[config.mk]
export PLATFORM = sky130hd
export DESIGN_NAME = load_store_unit
export DESIGN_NICKNAME = d
export VERILOG_FILES = /design/src/rtl/load_store_unit.sv
export SDC_FILE = /design/constraint.sdc
export NUM_CORES = 1
export LEC_CHECK = 0
export BUFFER_PORTS_ARGS = -buffer_cell sky130_fd_sc_hd__buf_2
export CORE_MARGIN = 2
export CORE_UTILIZATION = 25
export CTS_CLUSTER_SIZE = 10
export DETAILED_ROUTE_END_ITERATION = 8
export PLACE_DENSITY = 0.56
export SLEW_MARGIN = 20
export SYNTH_ARGS = -nofsm -noshare
export SYNTH_HDL_FRONTEND = slang
export SYNTH_SLANG_ARGS = --single-unit
[constraint.sdc]
create_clock -name clk -period 2.3 [get_ports clk]
set_clock_uncertainty 0.15 [all_clocks]
set_input_delay 0.69 -clock clk [delete_from_list [all_inputs] [get_ports clk]]
set_output_delay 0.69 -clock clk [all_outputs]
set_load 0.02 [all_outputs]
[src/rtl/load_store_unit.sv]
// rtl/load_store_unit.sv - RV32I load/store stage over a req/ack word bus
// Accepts one access in IDLE, runs it on the bus with a timeout, then pulses resp_valid.
module load_store_unit #(
  parameter int TIMEOUT_CYCLES = 16
) (
  input  logic        clk,
  input  logic        rst,
  input  logic        req_valid,
  output logic        req_ready,
  input  logic        is_store,
  input  logic [2:0]  funct3,
  input  logic [31:0] addr,
  input  logic [31:0] wdata,
  output logic        resp_valid,
  output logic [31:0] rdata,
  output logic [1:0]  fault,
  output logic        busy,
  output logic        mem_req,
  output logic        mem_we,
  output logic [31:0] mem_addr,
  output logic [3:0]  mem_wstrb,
  output logic [31:0] mem_wdata,
  input  logic        mem_ack,
  input  logic [31:0] mem_rdata
);

  typedef enum logic [1:0] {IDLE, BUSY, RESP} state_t;

  localparam logic [7:0] TMO_LAST = 8'(TIMEOUT_CYCLES - 1);

  localparam logic [1:0] F_NONE  = 2'b00;
  localparam logic [1:0] F_ALIGN = 2'b01;
  localparam logic [1:0] F_ILL   = 2'b10;
  localparam logic [1:0] F_TMO   = 2'b11;

  state_t      state, state_nxt;
  logic [7:0]  tmo_cnt;
  logic        st_q;
  logic [2:0]  f3_q;
  logic [1:0]  off_q;

  logic        req_illegal, req_misal, req_fault, tmo_hit;
  logic [3:0]  st_strb;
  logic [31:0] st_data;
  logic [7:0]  lane_b;
  logic [15:0] lane_h;
  logic [31:0] ld_data;

  // Request decode works on the live inputs; only used in the accept cycle.
  always_comb begin
    req_illegal = 1'b0;
    req_misal   = 1'b0;
    if (is_store)
      req_illegal = !(funct3 == 3'b000 || funct3 == 3'b001 || funct3 == 3'b010);
    else
      req_illegal = (funct3 == 3'b011 || funct3 == 3'b110 || funct3 == 3'b111);
    case (funct3[1:0])
      2'b01:   req_misal = addr[0];
      2'b10:   req_misal = (addr[1:0] != 2'b00);
      default: req_misal = 1'b0;
    endcase
  end

  assign req_fault = req_illegal || req_misal;
  assign tmo_hit   = (tmo_cnt == TMO_LAST);

  always_comb begin
    st_strb = 4'b1111;
    st_data = wdata;
    case (funct3[1:0])
      2'b00: begin
        st_strb = 4'b0001 << addr[1:0];
        st_data = {4{wdata[7:0]}};
      end
      2'b01: begin
        st_strb = 4'b0011 << addr[1:0];
        st_data = {2{wdata[15:0]}};
      end
      default: begin
        st_strb = 4'b1111;
        st_data = wdata;
      end
    endcase
  end

  // Lane select and extension of the returned word using the latched request.
  always_comb begin
    case (off_q)
      2'd1:    lane_b = mem_rdata[15:8];
      2'd2:    lane_b = mem_rdata[23:16];
      2'd3:    lane_b = mem_rdata[31:24];
      default: lane_b = mem_rdata[7:0];
    endcase
    lane_h = off_q[1] ? mem_rdata[31:16] : mem_rdata[15:0];
    case (f3_q)
      3'b000:  ld_data = {{24{lane_b[7]}}, lane_b};
      3'b100:  ld_data = {24'h0, lane_b};
      3'b001:  ld_data = {{16{lane_h[15]}}, lane_h};
      3'b101:  ld_data = {16'h0, lane_h};
      default: ld_data = mem_rdata;
    endcase
  end

  always_ff @(posedge clk or negedge rst) begin
    if (!rst) state <= IDLE;
    else      state <= state_nxt;
  end

  always_comb begin
    state_nxt  = state;
    req_ready  = 1'b0;
    busy       = 1'b1;
    resp_valid = 1'b0;
    case (state)
      IDLE: begin
        req_ready = 1'b1;
        busy      = 1'b0;
        if (req_valid) state_nxt = req_fault ? RESP : BUSY;
      end
      BUSY: begin
        if (mem_ack || tmo_hit) state_nxt = RESP;
      end
      RESP: begin
        resp_valid = 1'b1;
        state_nxt  = IDLE;
      end
      default: state_nxt = IDLE;
    endcase
  end

  always_ff @(posedge clk or negedge rst) begin
    if (!rst) begin
      tmo_cnt   <= 8'h0;
      st_q      <= 1'b0;
      f3_q      <= 3'b000;
      off_q     <= 2'b00;
      rdata     <= 32'h0;
      fault     <= F_NONE;
      mem_req   <= 1'b0;
      mem_we    <= 1'b0;
      mem_addr  <= 32'h0;
      mem_wstrb <= 4'h0;
      mem_wdata <= 32'h0;
    end else begin
      case (state)
        IDLE: begin
          if (req_valid) begin
            st_q    <= is_store;
            f3_q    <= funct3;
            off_q   <= addr[1:0];
            tmo_cnt <= 8'h0;
            rdata   <= 32'h0;
            if (req_illegal) begin
              fault <= F_ILL;
            end else if (req_misal) begin
              fault <= F_ALIGN;
            end else begin
              fault     <= F_NONE;
              mem_req   <= 1'b1;
              mem_we    <= is_store;
              mem_addr  <= {addr[31:2], 2'b00};
              mem_wstrb <= is_store ? st_strb : 4'h0;
              mem_wdata <= is_store ? st_data : 32'h0;
            end
          end
        end
        BUSY: begin
          // An ack in the final timeout cycle still counts as a completion.
          if (mem_ack || tmo_hit) begin
            mem_req   <= 1'b0;
            mem_we    <= 1'b0;
            mem_addr  <= 32'h0;
            mem_wstrb <= 4'h0;
            mem_wdata <= 32'h0;
            fault     <= mem_ack ? F_NONE : F_TMO;
            rdata     <= (mem_ack && !st_q) ? ld_data : 32'h0;
          end else begin
            tmo_cnt <= tmo_cnt + 8'h1;
          end
        end
        RESP: begin
          tmo_cnt <= 8'h0;
          rdata   <= 32'h0;
          fault   <= F_NONE;
        end
        default: tmo_cnt <= 8'h0;
      endcase
    end
  end

endmodule

==> summary.md <==
| Metric | Value |
|---|---|
| Outcome | finished clean |
| Core area | 25840 sq um |
| Post-synth top area share | a little under half |
| GRT Util Overall | between 10% and 20% |
| Clock slew at reported path FFs | roughly 60 ps |
| Initial antenna violation count | 0 |
| Area leader, netlist | dfrtp_1 |
| Min Hold Slack | 77.56 ps |
| Post-Place Setup Slack | -278.1 ps |
| Flop2flop setup slack | 160 ps |
| H-tree levels | 4 |
| # hold bufs at CTS | 0 |
| Setup crit end kind | output pin |
| Yosys warning count | 0 |
| CTS buffer count | 17 |
| Post-DP HPWL | roughly 16000 um |
| Overflow after GRT | 0 |
| Final Hold Vio Count | 0 |
| Worst hold path class | primary input to async pin |
| Finished Layout Cells | roughly 1300 |
| Fraction of registers with async set/reset | 100.0% |
| Relative slew slack | 66.51% |
| Antenna Cells | 0 |
| Worst reg2reg path depth | 8 |
| FP Rows | a little under 60 |
| CP bufs+invs | 3 |
| Worst-margin pin slew | 489.7 ps |
| Combinational share of power | a little under half |
| Worst endpoint required time | 1460 ps |
| Nets@finish | ~1100 |
| Clock sink count | about 120 |
| Max-cap violations | 0 |
| Final setup fails | 0 |
| Final min period | around 2200 ps |
| Average size of a mapped cell | just over 9 sq um |
| Die height | 165.6 um |
| Leak | approximately 4.3 nW |
| FILL cells | around 2700 |
| RePlAce Congestion | just over 0.8 |
| Crit path cell chain | inv_1 -> ha_4 -> inv_2 -> buf_2 |
| CTS Root Cell | clkbuf_16 |
| DRT Pass-1 Iters | 5 |
| Clock share of power | 24.0% |
| Port bufs | 208 |
| DR vias/cell | a little under 5 |
| Max frequency | 0.4501 GHz |
| Seq/Total Area, Yosys | between 40% and 50% |
| Slew Limit Fails | 0 |
| Residual DRC count | 0 |
| Final WL | 22150 um |
| Cell family with most CP delay | flip-flops |
| Critical path startpoint category | register |
| Die ar. | 27420 sq um |
| Initial core utilization | 25.27% |
| #FFs+latches synth | 118 |
| Max incr delay on CP | approximately 400 ps |
| Global-route wire length before repair | between 30000 and 40000 um |
| VDD IR max | slightly below 0.0005 V |
| Placed cell count | ~1300 |
| Synth unique cells | 55 |
| Main area contributors after synthesis | dfrtp_1 45%, o21ai_0 8.4%, o211ai_1 7.7%, nand3_1 4.6%, inv_1 4.2% |
| Num ports | 211 |
| CTS tree | built |
| Drt wl/cell | about 17 um |
| Post-Syn Instances | 717 |
| Worst Path Max Fanout | 5 |
| CP Data Arrival Time | ~1400 ps |
| Post-route antenna net violation count | 0 |
| Post-synth top flop | dfrtp_1 |
| CP Depth | 4 |
| Largest net degree at the start of global routing | between 70 and 80 |
| Sw Share | a little over two fifths |
| Slowest stage cell, crit path | dfrtp_1 |
| Worst r2r dst | mem_wdata[0] |
| Worst R2R Start | state[1] |
| Tot Pwr | 11.01 mW |
| Post-route setup TNS | 0 ps |
| Post-synth EDFFs | 0 |
| 1st-iter DRT viols | ~500 |
| Crit path setup slack, layout | around 78 ps |
| Number of global-route vias before repair | a little over 6000 |
| Die X | between 150 and 200 um |
| Clock Path Buffers | 2 |
| PwrDens | roughly 1200 nW/um^2 |
| WS Path Type | register to output pin |
| Final Cycle Share | between 90 and 100% |
| Reg power frac | 30.8% |
| Worst skew pair latency | roughly 410 ps |
| P_int | between 6 and 7 mW |
| Synthesized area | roughly 6500 sq um |
| Area delta synth->final | 38.08% |
| Share of cells above drive strength 1 | 34.83% |
| Via count | about 6400 |
| Switching pwr | about 4.7 mW |
-- power groups by stage --
stage                     combinational (mW)  clock [mW]  sequential, mW
after global placement                  4.91           0            3.39
after CTS                               5.00        2.71            3.39
after global routing                    5.47        2.82            3.51
final                                   4.98        2.64            3.39
after floorplan                         2.33           0            4.03
after detailed placement                4.99           0            3.40
-- cell type report --
cell class | count | area (sq um) | share of cell area, %
repair buffers | 270 | 1684 | 18.68
well taps | 335 | 419.2 | 4.650
clock inverters | 14 | 152.6 | 1.693
clock buffers | 18 | 429.2 | 4.761
flip-flops and latches | 118 | 2953 | 32.75
multi-input cells | 462 | 3099 | 34.38
inverters | 74 | 277.8 | 3.081
-- through the flow --
step,utilization (%),instance area [sq um]
3_5_place_dp,32.50,8397
2_1_floorplan,-,6586
4_1_cts,34.75,8979
3_3_place_gp,32.50,8397
6_report,34.89,9015
5_1_grt,34.89,9015
-- synthesized netlist by cell type (2+ instances only) --
library cell,number
o211ai_1,67
buf_2,12
nor2_1,28
nand3b_1,12
o221ai_1,7
ha_1,9
xnor2_1,5
mux2_2,14
mux2i_1,17
nand3_1,60
nand2b_1,7
and2_1,8
buf_6,2
clkbuf_1,47
or2_2,2
nor4_1,2
o211a_1,2
inv_1,73
a21boi_0,2
buf_4,2
nor2b_1,10
a31oi_1,3
a21oi_1,14
o21ai_0,109
and3_1,10
nand2_1,15
o31ai_1,16
a221o_1,16
nor3_1,3
dfrtp_1,118
-- what timing repair did --
| item | CTS | global route |
|---|---|---|
| endpoints found under the setup margin | 1 | 28 |
| buffers inserted | 0 | 2 |
| resized for setup | 1 | 3 |
| pin swaps | 0 | 0 |
-- registers in the layout (all words and copies together), names as in the netlist, 2 cells and up --
name	flops
f3_q	3
mem_wdata	32
rdata	32
tmo_cnt	8
mem_addr	30
state	2
mem_wstrb	4
fault	2
off_q	2
-- worst max-delay path by stage --
stage	slack, ps	start	endpoint
2_1_floorplan	-50	funct3[1]	mem_addr[21]
3_3_place_gp	-230	funct3[0]	mem_addr[23]
3_5_place_dp	-280	funct3[0]	mem_addr[23]
4_1_cts	2	state[0]	busy
5_1_grt	-10	state[1]	mem_wdata[0]
6_report	80	state[1]	busy
-- cell families (layout without fill, tap and decap cells) --
kind of cell,after synthesis,in the layout,synth area share (%)
mux,31,31,5.021
simple gates,166,166,13.80
compound gates,249,249,24.99
fa+ha+maj,9,9,1.725
other cells,1,2,0.05744
xor+xnor,5,5,0.6707
buf+inv,138,376,8.509
flops,118,118,45.23
-- cells in the final DEF, fill, tap and decap left out, types with 15 or more instances in the layout --
cell and instances:
dfrtp_1 118, mux2i_1 17, o31ai_1 16, nor2_1 27, o21ai_0 109, nand2_1 15, o211ai_1 67, inv_1 72
a221o_1 16, clkbuf_16 17, nand3_1 60, buf_2 207, buf_4 49
-- layer usage --
metal	vias up	global-route usage (%)	routed length (um)
met2	233	25.33	10380
met4	0	3.819	295
met1	3071	22.45	10240
met3	22	3.919	1234
li1	3031	-	-
met5	-	0	0
-- worst register-to-register path: cells and delay by family (launching register included) --
kind                     cells  cell delay [ps]
AND/OR/NAND/NOR              3              660
buffers and inverters        3              550
flip-flops                   1              400
adder cells (fa/ha/maj)      1              200
AO/OA/AOI/OAI                1              110
No activity file was read; power rests on OpenSTA's default activity.
